## src/rtl/wb_stage.sv

```systemverilog
// wb_stage: writeback stage of the image-filter pipeline.
// It selects the writeback datum, which is the memory word, the memory byte
// or the ALU result. It drives registered scalar (C) and vector (V)
// register-file write ports.
// Optional feature macro WB_PACK_EN builds the byte-packing sequencer. That
// sequencer assembles four filtered pixel bytes into one vector word.
// Handshake: there is no ready path. An instruction is accepted when WE=1 and
// PROHIB_WB=0. Each accepted write produces a one-cycle strobe on the next
// edge. Address and data hold their values while the strobe is low.
module wb_stage (
  input  logic        clk,
  input  logic        rst_n,
  input  logic        WE,
  input  logic        SEL_DAT,
  input  logic        SEL_C,
  input  logic        WE_C,
  input  logic        WE_V,
  input  logic        SEL_STO,
  input  logic        PROHIB_WB,
  input  logic [31:0] Do,
  input  logic [7:0]  Dob,
  input  logic [31:0] ALU_Result,
  input  logic [3:0]  Rg,
  output logic        rf_c_we,
  output logic [3:0]  rf_c_addr,
  output logic [31:0] rf_c_data,
  output logic        rf_v_we,
  output logic [3:0]  rf_v_addr,
  output logic [31:0] rf_v_data,
  output logic        pack_busy,
  output logic [1:0]  pack_lane
);

  logic        valid;
  logic [31:0] sel_w;

  // Next-cycle vector port values, produced by the pack logic or the direct path
  logic        v_we_d;
  logic [3:0]  v_addr_d;
  logic [31:0] v_data_d;

  assign valid = WE & ~PROHIB_WB;

  // Writeback datum mux: memory byte is zero-extended
  always_comb begin
    sel_w = ALU_Result;
    if (SEL_DAT) begin
      sel_w = SEL_C ? {24'b0, Dob} : Do;
    end
  end

  // Scalar write port register
  always_ff @(posedge clk) begin
    if (!rst_n) begin
      rf_c_we   <= 1'b0;
      rf_c_addr <= 4'd0;
      rf_c_data <= 32'd0;
    end else begin
      rf_c_we <= valid & WE_C;
      if (valid && WE_C) begin
        rf_c_addr <= Rg;
        rf_c_data <= sel_w;
      end
    end
  end

`ifdef WB_PACK_EN
  typedef enum logic {IDLE = 1'b0, PACK = 1'b1} pack_state_t;

  // pack_state is the observable FSM state; pack_busy mirrors it
  pack_state_t pack_state, state_d;
  logic [31:0] pack_buf, buf_d;
  logic [3:0]  paddr, paddr_d;
  logic [1:0]  lane, lane_d;
  logic [7:0]  sel_b;
  logic [31:0] merged;

  assign sel_b  = sel_w[7:0];
  assign merged = pack_buf | ({24'b0, sel_b} << {lane, 3'b000});

  // Pack FSM next state and vector port selection
  always_comb begin
    state_d  = pack_state;
    buf_d    = pack_buf;
    paddr_d  = paddr;
    lane_d   = lane;
    v_we_d   = 1'b0;
    v_addr_d = rf_v_addr;
    v_data_d = rf_v_data;
    if (valid && WE_V && !SEL_STO) begin
      // A direct write wins the port and drops any partial pack
      v_we_d   = 1'b1;
      v_addr_d = Rg;
      v_data_d = sel_w;
      state_d  = IDLE;
      buf_d    = 32'd0;
      lane_d   = 2'd0;
    end else if (valid && WE_V && SEL_STO) begin
      case (pack_state)
        IDLE: begin
          buf_d   = {24'b0, sel_b};
          paddr_d = Rg;
          lane_d  = 2'd1;
          state_d = PACK;
        end
        PACK: begin
          if (Rg == paddr) begin
            if (lane == 2'd3) begin
              v_we_d   = 1'b1;
              v_addr_d = paddr;
              v_data_d = merged;
              buf_d    = 32'd0;
              lane_d   = 2'd0;
              state_d  = IDLE;
            end else begin
              buf_d  = merged;
              lane_d = lane + 2'd1;
            end
          end else begin
            // Destination changed: flush the partial word and start a new one
            v_we_d   = 1'b1;
            v_addr_d = paddr;
            v_data_d = pack_buf;
            buf_d    = {24'b0, sel_b};
            paddr_d  = Rg;
            lane_d   = 2'd1;
          end
        end
        default: state_d = IDLE;
      endcase
    end
  end

  // Pack FSM state and buffer registers
  always_ff @(posedge clk) begin
    if (!rst_n) begin
      pack_state <= IDLE;
      pack_buf   <= 32'd0;
      paddr      <= 4'd0;
      lane       <= 2'd0;
    end else begin
      pack_state <= state_d;
      pack_buf   <= buf_d;
      paddr      <= paddr_d;
      lane       <= lane_d;
    end
  end

  assign pack_busy = (pack_state == PACK);
  assign pack_lane = lane;
`else
  logic unused_sel_sto;
  assign unused_sel_sto = SEL_STO;

  // Without the packer every accepted WE_V is a direct word write
  always_comb begin
    v_we_d   = valid & WE_V;
    v_addr_d = rf_v_addr;
    v_data_d = rf_v_data;
    if (valid && WE_V) begin
      v_addr_d = Rg;
      v_data_d = sel_w;
    end
  end

  assign pack_busy = 1'b0;
  assign pack_lane = 2'd0;
`endif

  // Vector write port register
  always_ff @(posedge clk) begin
    if (!rst_n) begin
      rf_v_we   <= 1'b0;
      rf_v_addr <= 4'd0;
      rf_v_data <= 32'd0;
    end else begin
      rf_v_we   <= v_we_d;
      rf_v_addr <= v_addr_d;
      rf_v_data <= v_data_d;
    end
  end

endmodule

```

## config.mk

```make
export PLATFORM = sky130hd
export DESIGN_NAME = wb_stage
export DESIGN_NICKNAME = d
export VERILOG_FILES = /design/src/rtl/wb_stage.sv
export SDC_FILE = /design/constraint.sdc
export NUM_CORES = 1
export LEC_CHECK = 0
export ABC_AREA = 1
export ABC_CLOCK_PERIOD_IN_PS = 950
export BUFFER_PORTS_ARGS = -buffer_cell sky130_fd_sc_hd__buf_4
export CORE_MARGIN = 2
export CORE_UTILIZATION = 38
export CTS_BUF_LIST = sky130_fd_sc_hd__clkbuf_16
export CTS_CLUSTER_DIAMETER = 200
export DETAILED_ROUTE_END_ITERATION = 10
export GPL_TIMING_DRIVEN = 0
export PLACE_DENSITY = 0.68
export SYNTH_ARGS = -nofsm -noshare
export SYNTH_HDL_FRONTEND = slang
export SYNTH_SLANG_ARGS = --single-unit
export TNS_END_PERCENT = 20
```

## constraint.sdc

```tcl
create_clock -name clk -period 0.95 [get_ports clk]
set_input_delay 0.19 -clock clk [delete_from_list [all_inputs] [get_ports clk]]
set_output_delay 0.19 -clock clk [all_outputs]
set_load 0.1 [all_outputs]
```

==> results.sh <==
export IMPL_drt_pass1_iter_count=5
export IMPL_path_cells="buf_12"
export IMPL_cts_clk_slew_worst_paths_ns=0.06
export IMPL_critPathBufInv=1
export IMPL_drtIter0Drc=134
export IMPL_stdcell_count=771
export IMPL_die_h_um=98.0
export IMPL_worstPathRequired_ns=0.76
export IMPL_overflow=0
export IMPL_place_hpwl_um=7920
export IMPL_core_um2=8640
export IMPL_r2r_start="rf_c_data[0]$_SDFFE_PN0P_"
export IMPL_final_cell_mix="104 x nand2_1, 98 x nor2_1, 90 x buf_4"
export IMPL_endpoint_kind="primary output"
export IMPL_cp_depth=1
export IMPL_avgSynthCellArea_um2=6.88
export IMPL_drc=0
export IMPL_final_nets=743
export IMPL_ant_nets=0
export IMPL_fillers=672
export IMPL_multi_input_area_um2=1400
export IMPL_wire_per_inst_um=14.6
export IMPL_initial_utilization=0.389
export IMPL_fin_area_um2=6060
export IMPL_routed_via_count=3751
export IMPL_critPathLaunch="rf_v_data[15]$_SDFFE_PN0P_"
export IMPL_grt_total_usage=0.238
export IMPL_synthXorXnorAreaFrac=0
export IMPL_synth_cell_type_count=18
export IMPL_fin_crit_sh=1.12
export IMPL_die_area_um2=9600
export IMPL_tns_ns=-6.76
export IMPL_final_seq_area_um2=1650
export IMPL_vias_per_cell=4.87
export IMPL_clk_path_buf_depth=2
export IMPL_finalMaxSlewViolations=0
export IMPL_min_path_type="input port to flip-flop"
export IMPL_synth_top_family_by_area="simple AND/OR/NAND/NOR gates"
export IMPL_wl_um=11300
export IMPL_power_density_nw_per_um2=1540
export IMPL_final_common_cell="nand2_1"
export IMPL_endpoint="rf_v_data[15]"
export IMPL_setup_violations=74
export IMPL_htreeDepth=3
export IMPL_syn_inst=488
export IMPL_layout_drive_gt1_share=0.430
export IMPL_port_buffers=155
export IMPL_criticalPathCategory="flip-flop to primary output"
export IMPL_post_route_util=0.702
export IMPL_ys_seq_elements=74
export IMPL_ir_worst_vdd_v=0.000910
export IMPL_period_minus_slack_ns=1.06
export IMPL_synth_compound_area_frac=0.110
export IMPL_crit_slowest_cell="dfxtp_2"
export IMPL_n_antenna_cell=0
export IMPL_synthAdderAreaFrac=0
export IMPL_dpl_instance_area_um2=4800
export IMPL_num_rows=34
export IMPL_cts_buffers=9
export IMPL_maxClockFrequency_ghz=0.943
export IMPL_hold_viol=0
export IMPL_cp_max_fo=2
export IMPL_r2r_end="rf_c_data[0]$_SDFFE_PN0P_"
export IMPL_root_buffer="clkbuf_16"
export IMPL_ff2ff_path_depth=5
export IMPL_antenna_found_initial=0
export IMPL_ioPinCount=162
export IMPL_clkSinkCount=74
export IMPL_yosysWarningCount=0
export IMPL_yosysSeqAreaShare=0.441
export IMPL_status="complete, but fails checks"
export IMPL_routabilityCongestion=0.816
export IMPL_die_w_um=98.0
export IMPL_min_from="Rg[1]"
export IMPL_cp_start_kind="flip-flop"
export IMPL_areaGrowthSynthToFinish_pct=80.5
export IMPL_synthSimpleGateAreaFrac=0.303
export IMPL_violations="setup timing"
export IMPL_grt_pass1_vias=3795
export IMPL_placed_cells=753
export IMPL_insertion_delay_ns=0.32
export IMPL_rsz0062_at_grt="true"
export IMPL_cap_violations=0
export IMPL_fin_skew_ns=0
export IMPL_cpPeakStageDelay_ns=0.36
export IMPL_cp_arrival_ns=0.87
export IMPL_rrSetupSlack_ns=0.18
export IMPL_muxShareOfSynthArea=0
export IMPL_grt_max_degree=13
export IMPL_synth_area_um2=3360
export IMPL_power_mw=9.35
export IMPL_cts_tree="yes"
export IMPL_critical_path_top_delay_family="flip-flops"
export IMPL_grt_pass1_wl_um=18400
export IMPL_fin_ws_ns=-0.110
export IMPL_p_leak_nw=2.92
[cell type report]
class,count,share of cell area
Multi-Input combinational cell,327,0.231
Tap cell,108,0.0223
Inverter,54,0.0343
Timing Repair Buffer,157,0.347
Buffer,35,0.0471
Clock buffer,10,0.0413
Clock inverter,6,0.00475
Sequential cell,74,0.272
[cells in the mapped netlist]
library cell,n,area (um2)
o21ai_0,40,200
nand3_2,2,20.0
inv_2,4,15.0
nand2_1,104,390
buf_4,7,52.6
nor2_1,98,368
buf_2,11,55.1
buf_8,1,15.0
a21oi_2,2,17.5
buf_6,13,146
a21oi_1,22,110
inv_4,1,6.26
o21ai_1,8,40.0
nand3_1,48,240
clkbuf_1,3,11.3
dfxtp_1,74,1480
inv_1,49,184
conb_1,1,3.75
[logic make-up after synthesis]
| logic type | count (synthesis) |
|---|---|
| and+or+nand+nor | 252 |
| DFF | 74 |
| buffers and inverters | 89 |
| other | 1 |
| AOI/OAI and AO/OA | 72 |
[tightest hold or removal path, stage by stage]
cell and delay [ns]:
buf_4 0.11, nand2_1 0.05, a21oi_1 0.05
[sequential cells by signal, summed over array words and instances, names as in the netlist]
register   flops
rf_c_data     32
rf_v_data     32
rf_c_addr      4
rf_v_addr      4
rf_c_we        1
rf_v_we        1
[repair_timing]
item,in CTS,in global routing
hold buffers,0,0
gates resized for setup,239,5
pin swaps,0,0
setup endpoints to repair,74,81
setup buffers,1,1
[worst min-delay path by stage]
stage | to | cells after the start
2_1_floorplan | rf_c_addr[0]$_SDFFE_PN0P_ | 2
3_5_place_dp | rf_c_addr[1]$_SDFFE_PN0P_ | 3
4_1_cts | rf_c_addr[1]$_SDFFE_PN0P_ | 3
6_report | rf_c_addr[1]$_SDFFE_PN0P_ | 3
3_3_place_gp | rf_c_addr[0]$_SDFFE_PN0P_ | 2
5_1_grt | rf_c_addr[2]$_SDFFE_PN0P_ | 3
[layer usage]
| layer | wire length, um | global-route usage | share of wire |
|---|---|---|---|
| met1 | 4600 | 0.285 | 0.41 |
| met2 | 5270 | 0.403 | 0.47 |
| met3 | 1120 | 0.0716 | 0.099 |
| met4 | 295 | 0.0919 | 0.026 |
| met5 | 0 | 0 | 0 |
[per-stage QoR]
step	worst slack (ns)	hold WS, ns
after floorplan	-0.299	0.325
after global placement	-0.219	0.451
after detailed placement	-0.242	0.458
after CTS	-0.112	0.107
after global routing	-0.129	0.125
final	-0.110	0.118
[report_power, final]
group | leakage [nW] | internal (mW) | switching [mW]
Combinational | 2.13 | 1.04 | 1.73
Sequential | 0.645 | 3.24 | 0.165
Clock | 0.145 | 1.90 | 1.28
Total | 2.92 | 6.18 | 3.17
Power figures use the tool's default switching activity.
